$ cat config.mk
export PLATFORM = sky130hd
export DESIGN_NAME = gcd_arbiter
export DESIGN_NICKNAME = d
export VERILOG_FILES = /design/src/rtl/gcd_arbiter.sv
export SDC_FILE = /design/constraint.sdc
export NUM_CORES = 1
export LEC_CHECK = 0
export BUFFER_PORTS_ARGS = -buffer_cell sky130_fd_sc_hd__buf_2
export CAP_MARGIN = 20
export CORE_UTILIZATION = 52
export CTS_CLUSTER_DIAMETER = 120
export CTS_CLUSTER_SIZE = 28
export DETAILED_ROUTE_END_ITERATION = 12
export GPL_TIMING_DRIVEN = 0
export PLACE_DENSITY = 0.86
export SLEW_MARGIN = 10
export SYNTH_ARGS = -nofsm -noshare
export SYNTH_HDL_FRONTEND = slang
export SYNTH_SLANG_ARGS = --single-unit
export TNS_END_PERCENT = 20
$ cat constraint.sdc
create_clock -name clk -period 3.86 [get_ports clk]
set_input_delay 0.772 -clock clk [delete_from_list [all_inputs] [get_ports clk]]
set_output_delay 0.772 -clock clk [all_outputs]
set_load 0.1 [all_outputs]
$ cat src/rtl/gcd_arbiter.sv
`default_nettype none
// ============================================================================
// Module   : gcd_arbiter
// Purpose  : Round-robin arbiter that shares one external GCD engine among
//            N requesters. Zero operands are answered directly without
//            using the engine. A stuck engine is aborted after TIMEOUT wait
//            cycles.
// Ports    : clk, rst          - clock, asynchronous active-high reset
//            req[N]            - per-requester request (held until ack)
//            xin/yin[N*W]      - packed operands, lane i at [i*W +: W]
//            ack[N]            - one-hot, one-cycle completion pulse
//            result[W], err    - GCD result / timeout flag, valid with ack
//            busy              - high whenever the FSM is not idle
//            eng_load          - one-cycle engine load strobe
//            eng_x/eng_y[W]    - engine operands, held until completion
//            eng_done, eng_gcd - engine completion flag and result
// Revision : 1.0 - initial release
// ============================================================================
module gcd_arbiter #(
    parameter int N       = 4,
    parameter int W       = 8,
    parameter int TIMEOUT = 255
) (
    input  logic           clk,
    input  logic           rst,
    input  logic [N-1:0]   req,
    input  logic [N*W-1:0] xin,
    input  logic [N*W-1:0] yin,
    output logic [N-1:0]   ack,
    output logic [W-1:0]   result,
    output logic           err,
    output logic           busy,
    output logic           eng_load,
    output logic [W-1:0]   eng_x,
    output logic [W-1:0]   eng_y,
    input  logic           eng_done,
    input  logic [W-1:0]   eng_gcd
);

    localparam int PW = (N > 1) ? $clog2(N) : 1;
    // Wait counter is sized from TIMEOUT only, never narrower than 8 bits.
    localparam int CW = (TIMEOUT > 255) ? $clog2(TIMEOUT + 1) : 8;
    // The counter starts at 0 in the first WAIT cycle, so it "reaches"
    // TIMEOUT on the cycle its current value is TIMEOUT-1.
    localparam logic [CW-1:0] C_CNT_LAST = CW'(TIMEOUT - 1);
    localparam logic [N-1:0]  C_ONE      = N'(1);

    typedef enum logic [1:0] {
        S_IDLE = 2'd0,
        S_LOAD = 2'd1,
        S_WAIT = 2'd2,
        S_RESP = 2'd3
    } state_t;

    state_t          r_state, w_state;
    logic [PW-1:0]   r_ptr,   w_ptr;
    logic [PW-1:0]   r_sel,   w_sel;
    logic [CW-1:0]   r_cnt,   w_cnt;
    logic [N-1:0]    w_ack;
    logic [W-1:0]    w_result;
    logic            w_err;
    logic            w_eng_load;
    logic [W-1:0]    w_eng_x, w_eng_y;

    logic            w_any;
    logic [PW-1:0]   w_win;
    logic [W-1:0]    w_xsel, w_ysel;
    logic [PW-1:0]   w_sel_next;
    int              idx;

    // Round-robin search: first set request at or above ptr, wrapping at N.
    always_comb begin
        w_any = 1'b0;
        w_win = '0;
        idx   = 0;
        for (int k = 0; k < N; k++) begin
            idx = int'(r_ptr) + k;
            if (idx >= N) idx = idx - N;
            if (!w_any && req[idx[PW-1:0]]) begin
                w_any = 1'b1;
                w_win = idx[PW-1:0];
            end
        end
    end

    // Operand lane of the current winner.
    always_comb begin
        w_xsel = '0;
        w_ysel = '0;
        for (int k = 0; k < N; k++) begin
            if (w_win == PW'(k)) begin
                w_xsel = xin[k*W +: W];
                w_ysel = yin[k*W +: W];
            end
        end
    end

    assign w_sel_next = (r_sel == PW'(N - 1)) ? '0 : r_sel + PW'(1);

    // Next-state and next-output logic; every output is registered below.
    always_comb begin
        w_state    = r_state;
        w_ptr      = r_ptr;
        w_sel      = r_sel;
        w_cnt      = r_cnt;
        w_ack      = '0;
        w_result   = '0;
        w_err      = 1'b0;
        w_eng_load = 1'b0;
        w_eng_x    = eng_x;
        w_eng_y    = eng_y;
        case (r_state)
            S_IDLE: begin
                if (w_any) begin
                    w_sel = w_win;
                    if (w_xsel == '0 || w_ysel == '0) begin
                        // gcd(0,y)=y, gcd(x,0)=x; both zero falls out as 0.
                        w_state  = S_RESP;
                        w_ack    = C_ONE << w_win;
                        w_result = (w_xsel == '0) ? w_ysel : w_xsel;
                    end else begin
                        w_state    = S_LOAD;
                        w_eng_load = 1'b1;
                        w_eng_x    = w_xsel;
                        w_eng_y    = w_ysel;
                    end
                end
            end
            S_LOAD: begin
                w_state = S_WAIT;
                w_cnt   = '0;
            end
            S_WAIT: begin
                w_cnt = r_cnt + CW'(1);
                // eng_done is checked first so a same-cycle expiry loses.
                if (eng_done) begin
                    w_state  = S_RESP;
                    w_ack    = C_ONE << r_sel;
                    w_result = eng_gcd;
                end else if (r_cnt == C_CNT_LAST) begin
                    w_state = S_RESP;
                    w_ack   = C_ONE << r_sel;
                    w_err   = 1'b1;
                end
            end
            S_RESP: begin
                w_state = S_IDLE;
                w_ptr   = w_sel_next;
            end
            default: w_state = S_IDLE;
        endcase
    end

    always_ff @(posedge clk or posedge rst) begin
        if (rst) begin
            r_state  <= S_IDLE;
            r_ptr    <= '0;
            r_sel    <= '0;
            r_cnt    <= '0;
            ack      <= '0;
            result   <= '0;
            err      <= 1'b0;
            eng_load <= 1'b0;
            eng_x    <= '0;
            eng_y    <= '0;
        end else begin
            r_state  <= w_state;
            r_ptr    <= w_ptr;
            r_sel    <= w_sel;
            r_cnt    <= w_cnt;
            ack      <= w_ack;
            result   <= w_result;
            err      <= w_err;
            eng_load <= w_eng_load;
            eng_x    <= w_eng_x;
            eng_y    <= w_eng_y;
        end
    end

    assign busy = (r_state != S_IDLE);

endmodule
`default_nettype wire

**Yosys cells after proc, flatten, opt, wreduce, memory -nomap -nowiden**

Index checks and enable logic that the tools add are counted.

- Add/subtract/negate cells: 9
- Multiply operators: 0
- Divide/modulo/power cells: 0
- Order comparisons: 8
- Equality and inequality tests: 10
- Shift operators: 2
- Muxes and demuxes: 51
- Bitwise gates (word level): 1
- Reductions and logical operators: 16

Operator list:

| operator | count |
|---|---|
| $mux 8 | 12 |
| $pmux 8 s2 | 2 |
| $mux 2 | 13 |
| $logic_not 8->1 | 2 |
| $mux 4 | 4 |
| $mux 1 | 14 |
| $lt 2x3->1 const B | 4 |
| $eq 2x2->1 const B | 5 |
| $ge 3x3->1 const B | 3 |
| $add 8x1->8 const B | 1 |
| $bmux 1 s2 | 4 |
| $eq 8x8->1 const B | 1 |
| $pmux 2 s4 | 1 |
| $pmux 4 s2 | 1 |
| $shl 1x2->4 const A | 2 |
| $sub 2x1->2 const B | 4 |
| $add 2x2->3 const B | 2 |
| $eq 2x1->1 const B | 2 |
| $logic_not 2->1 | 2 |
| $reduce_and 2->1 | 2 |
| $reduce_bool 2->1 | 2 |
| $add 2x1->3 const B | 1 |
| $ge 2x3->1 const B | 1 |
| $logic_and 1x1->1 | 3 |
| other kinds (7) | 9 |

- Bits in registers: 44
- Bits in latches: 0
- Bits in writable memories: 0
- Bits in read-only memories: 0
- Bits of input ports: 79
- Output and inout port bits: 31
- Logic and storage cells: 107
- Memories kept: 0

**Longest topological paths before layout**

- Depth in word-level cells: 24
- Mapped depth: 12
- Depth with buffers taken out: 9

**Worst setup path before layout**

No wires, ideal clock.

- Kind: input port to flip-flop
- Start: in req[0]
- End: reg result[3]
- Library setup time: 0.083 ns
- Arrival time: 2.856 ns
- Data required time: 3.777 ns
- Slack: 0.921 ns
- Stages on the path: 9
- Path buffers: 2
- Path through: a21oi_1 -> o21a_1 -> o22ai_1 -> buf_6 -> mux4_1 -> nor4_2 -> o21bai_1 -> clkbuf_1 -> o21ai_0

- Longest elaborated chain between the ends: 22
- Elaborated cells on any way between the ends: 41
- Those cells by class: eq/ne: 3; mux: 28; reduce/logical: 10

RTL lines:

| element | line | RTL |
|---|---|---|
| start: declaration | 26 | `input logic [N-1:0] req,` |
| $bmux 1 s2 | 79 | `if (!w_any && req[idx[PW-1:0]]) begin` |
| $mux 1 (implied by the code) | 79 |  |
| $mux 1 | 79 |  |
| $logic_not 1->1 | 79 |  |
| $logic_and 1x1->1 | 79 |  |
| $mux 1 | 79 |  |
| $logic_not 1->1 | 79 |  |
| $logic_and 1x1->1 | 79 |  |
| [4 not listed] | - |  |
| $logic_not 2->1 | 91 | `if (w_win == PW'(k)) begin` |
| $mux 8 (4 in a row) | 91 |  |
| $logic_not 8->1, on equally long branches | 116, 120 |  |
| $mux 8 / $logic_or 1x1->1 (equally long branches) | 120, 116 |  |
| $mux 8 | 116 | `if (w_xsel == '0 \|\| w_ysel == '0) begin` |
| $mux 8 (*) | 114 | `if (w_any) begin` |
| $pmux 8 s2 (*) | 112 | `case (r_state)` |
| named net w_result[3] | 60 | `logic [W-1:0] w_result;` |
| end signal: assignment | 172 | `result <= w_result;` |
| end: declaration | 30 | `output logic [W-1:0] result,` |

The timed path passes the listed nets; every way through them passes the cells marked *. The select of a mux whose other input is x is not followed.
A chain may end at the register's enable or synchronous reset.

**Worst setup path after layout**

- Start: in req[1]
- End: reg result[4]

The elaborated chain is that of the path after synthesis.

==> summary.md <==
| Metric | Value |
|---|---|
| H-tree depth | 2 |
| Setup Buffers After CTS | 0 |
| DRC viols | 0 |
| Post-synthesis mux area share | 0.255 |
| Register area share after synthesis | 0.413 |
| Number of I/O port buffers | 109 |
| Largest net degree at the start of global routing | 37 |
| CP startpoint kind | input port |
| Final GP Congestion | 0.877 |
| WP buf/inv | 3 |
| Avg WL per Cell | 15.8 um |
| Root buffer cell | clkbuf_8 |
| Synth Area in Adders | 0.0422 |
| Final worst slack | 0.602 ns |
| Register area | 1100 sq um |
| Post-Route WL | 7060 um |
| Pre-CTS setup slack | 0.364 ns |
| CP max-delay cell | nor4_2 |
| Fraction of layout cells with a size suffix above 1 | 0.393 |
| Vias in the first global route | 2,368 |
| Syn Area/Cell | 10.2 sq um |
| Fillers | 371 |
| Max Root-Sink Buffers | 2 |
| Crit path max-delay family | compound AO/OA/AOI/OAI gates |
| Synth Area in Simple Gates | 0.106 |
| Post-Synth XOR/XNOR Area | 0 |
| GRT overflow | 0 |
| Initial antenna violation count | 0 |
| Synthesized cell area | 2670 sq um |
| TNS Setup | 0 ns |
| VDD IR-drop max | 641 uV |
| Synth top area share | 0.413 |
| Most frequent CP cell | buf_2 |
| Final Cycle Share | 0.844 |
| Crit path capture type | flip-flop |
| Starting DRT DRC Count | 161 |
| Slew margin rel. | 0.566 |
| Hold Path Class | in2async |
| Ports | 110 |
| Worst-margin pin slew | 0.648 ns |
| Hold WS | 0.357 ns |
| Slew Viols, Final | 0 |
| Synthesis-stage register bit count | 44 |
| Starting Density | 0.554 |
| Required time of the critical path | 4.08 ns |
| Net count after synthesis | 349 |
| Synth cell types | 38 |
| Antenna Nets Post-Route | 0 |
| Hold Buf Count CTS | 0 |
| Critical path, cell by cell | buf_2, a21boi_0, o22ai_1, a21oi_2, buf_2, mux4_1, nor4_2, o21bai_1, clkbuf_1, o21ai_0 |
| Final hold viol count | 0 |
| CTS tree | done |
| Vias | 2,425 |
| Syn Inst Count | 261 |
| Critical path class | in2reg |
| Peak Freq | 307 MHz |
| # rows | 25 |
| Syn-to-layout area delta | 28.0% |
| Critical Path Fanout Max | 10 |
| Die Y | 73.6 um |
| Nets | 466 |
| Most area-hungry cell type in the Yosys netlist | dfrtp_1 |
| Static Leakage | 1.81 nW |
| Top post-synthesis cells by area | dfrtp_1 41%, mux2i_1 17%, mux2_2 7.6% |
| Reg clk slew, reported paths | 0.09 ns |
| Main combinational cell family by area after synthesis | multiplexers |
| Die width | 73.6 um |
| Commonest non-fill, non-tap cells in the layout | 111 x buf_2, 45 x mux2i_1, 44 x dfrtp_1 |
| Status | finished clean |
| Ys Warns | 0 |
| Core Region | 4820 sq um |
| Skew-Pair Late Insertion Delay | 0.31 ns |
| Final core occ | 0.709 |
| Clock sink count | 44 |
| DRT Pass-1 Iters | 4 |
| Antenna cell count | 0 |
| Dpl hpwl | 5470 um |
| Final Setup Violations | 0 |
| DIE AREA | 5420 sq um |
| Commonest non-fill, non-tap cell in the layout | buf_2 |
| CTS Buf Count | 5 |
| Skew final | 0.0120 ns |
| Unrepaired setup endpoints after global routing | no |
| GRT Util Overall | 0.265 |
| First-pass GRT wire length | 10,600 um |
| Compound-Gate Fraction of Synth Area | 0.111 |
| Vias per cell | 5.44 |
| Post_cts resized | 0 |
| Max-cap violation count | 0 |
| Multi-input logic area | 1370 sq um |
| Largest stage delay on the critical path | 0.53 ns |
| PwrDens | 884 nW/um^2 |
| Minimum clock period | 3.26 ns |
| Arrival time at the worst endpoint | 3.48 ns |
stage by stage:
stage               power, mW  cell area (sq um)  instances
floorplan                2.33               2670        261
global placement         2.66               3300        437
detailed placement       2.70               3320        438
CTS                      3.02               3410        446
global route             3.17               3410        446
finish                   3.02               3410        446
cell usage after synthesis:
cell type and number:
mux2i_1 45, dfrtp_1 44, nand2_1 32, inv_1 27, mux2_2 18, o21ai_0 15, ha_1 9, a21oi_1 7
o21a_1 7, nor2_1 6, o22ai_1 6, nand3_1 5, o31ai_1 5, buf_8 3, clkbuf_1 3, nor3_1 3
a21boi_0 2, buf_2 2, nand4_1 2, o21ai_1 2, a211oi_1 1, a21oi_2 1, a32oi_1 1, and2_1 1
and3_1 1, buf_1 1, buf_6 1, clkbuf_8 1, mux4_1 1, nand2b_1 1, nand4_2 1, nor2b_1 1
nor3_4 1, nor3b_1 1, nor4_1 1, nor4_2 1, o21bai_1 1, or2_2 1
layout make-up:
| cell class | instances | area share |
|---|---|---|
| clock inverter | 2 | 0.00440 |
| clock buffer | 6 | 0.0242 |
| buffer | 11 | 0.0279 |
| sequential | 44 | 0.323 |
| inverter | 27 | 0.0297 |
| multi-input combinational | 179 | 0.401 |
| tap | 67 | 0.0246 |
| timing repair buffer | 110 | 0.166 |
report_power, final:
group | internal [mW] | switching, mW
combinational | 0.538 | 1.45
clock | 0.145 | 0.168
sequential | 0.614 | 0.101
routing by layer:
| layer | vias to the layer above | global-route usage | wire length (um) |
|---|---|---|---|
| li1 | 1141 | - | - |
| met1 | 1156 | 0.317 | 2840 |
| met2 | 112 | 0.461 | 3540 |
| met3 | 16 | 0.0604 | 528 |
| met4 | 0 | 0.105 | 153 |
| met5 | - | 0 | 0 |
final timing paths:
| path | startpoint | slack, ns | cells past startpoint | endpoint |
|---|---|---|---|---|
| max reg2reg | r_ptr[1]$_DFFE_PP0N_ | 0.69 | 9 | result[4]$_DFF_PP0_ |
| min in group clk | r_cnt[6]$_DFFE_PP0P_ | 0.49 | 1 | r_cnt[6]$_DFFE_PP0P_ |
| max | req[1] | 0.60 | 10 | result[4]$_DFF_PP0_ |
| max in group asynchronous | rst | 3.05 | 3 | result[4]$_DFF_PP0_ |
| min reg2reg | r_cnt[6]$_DFFE_PP0P_ | 0.49 | 1 | r_cnt[6]$_DFFE_PP0P_ |
| min | rst | 0.36 | 2 | r_cnt[7]$_DFFE_PP0P_ |
state kept, by name, summed over array words and instances (netlist names):
register,cells
result,8
eng_y,8
eng_load,1
r_sel,2
r_state,2
ack,4
r_cnt,8
err,1
eng_x,8
r_ptr,2
cell families (layout without fill, tap and decap cells):
| group | Yosys count | in the layout |
|---|---|---|
| AOI/OAI and AO/OA | 48 | 48 |
| adders and majority gates | 9 | 9 |
| buffers and inverters | 38 | 156 |
| DFF | 44 | 44 |
| and+or+nand+nor | 58 | 58 |
| muxes | 64 | 64 |
(Power assumes the default switching activity.)
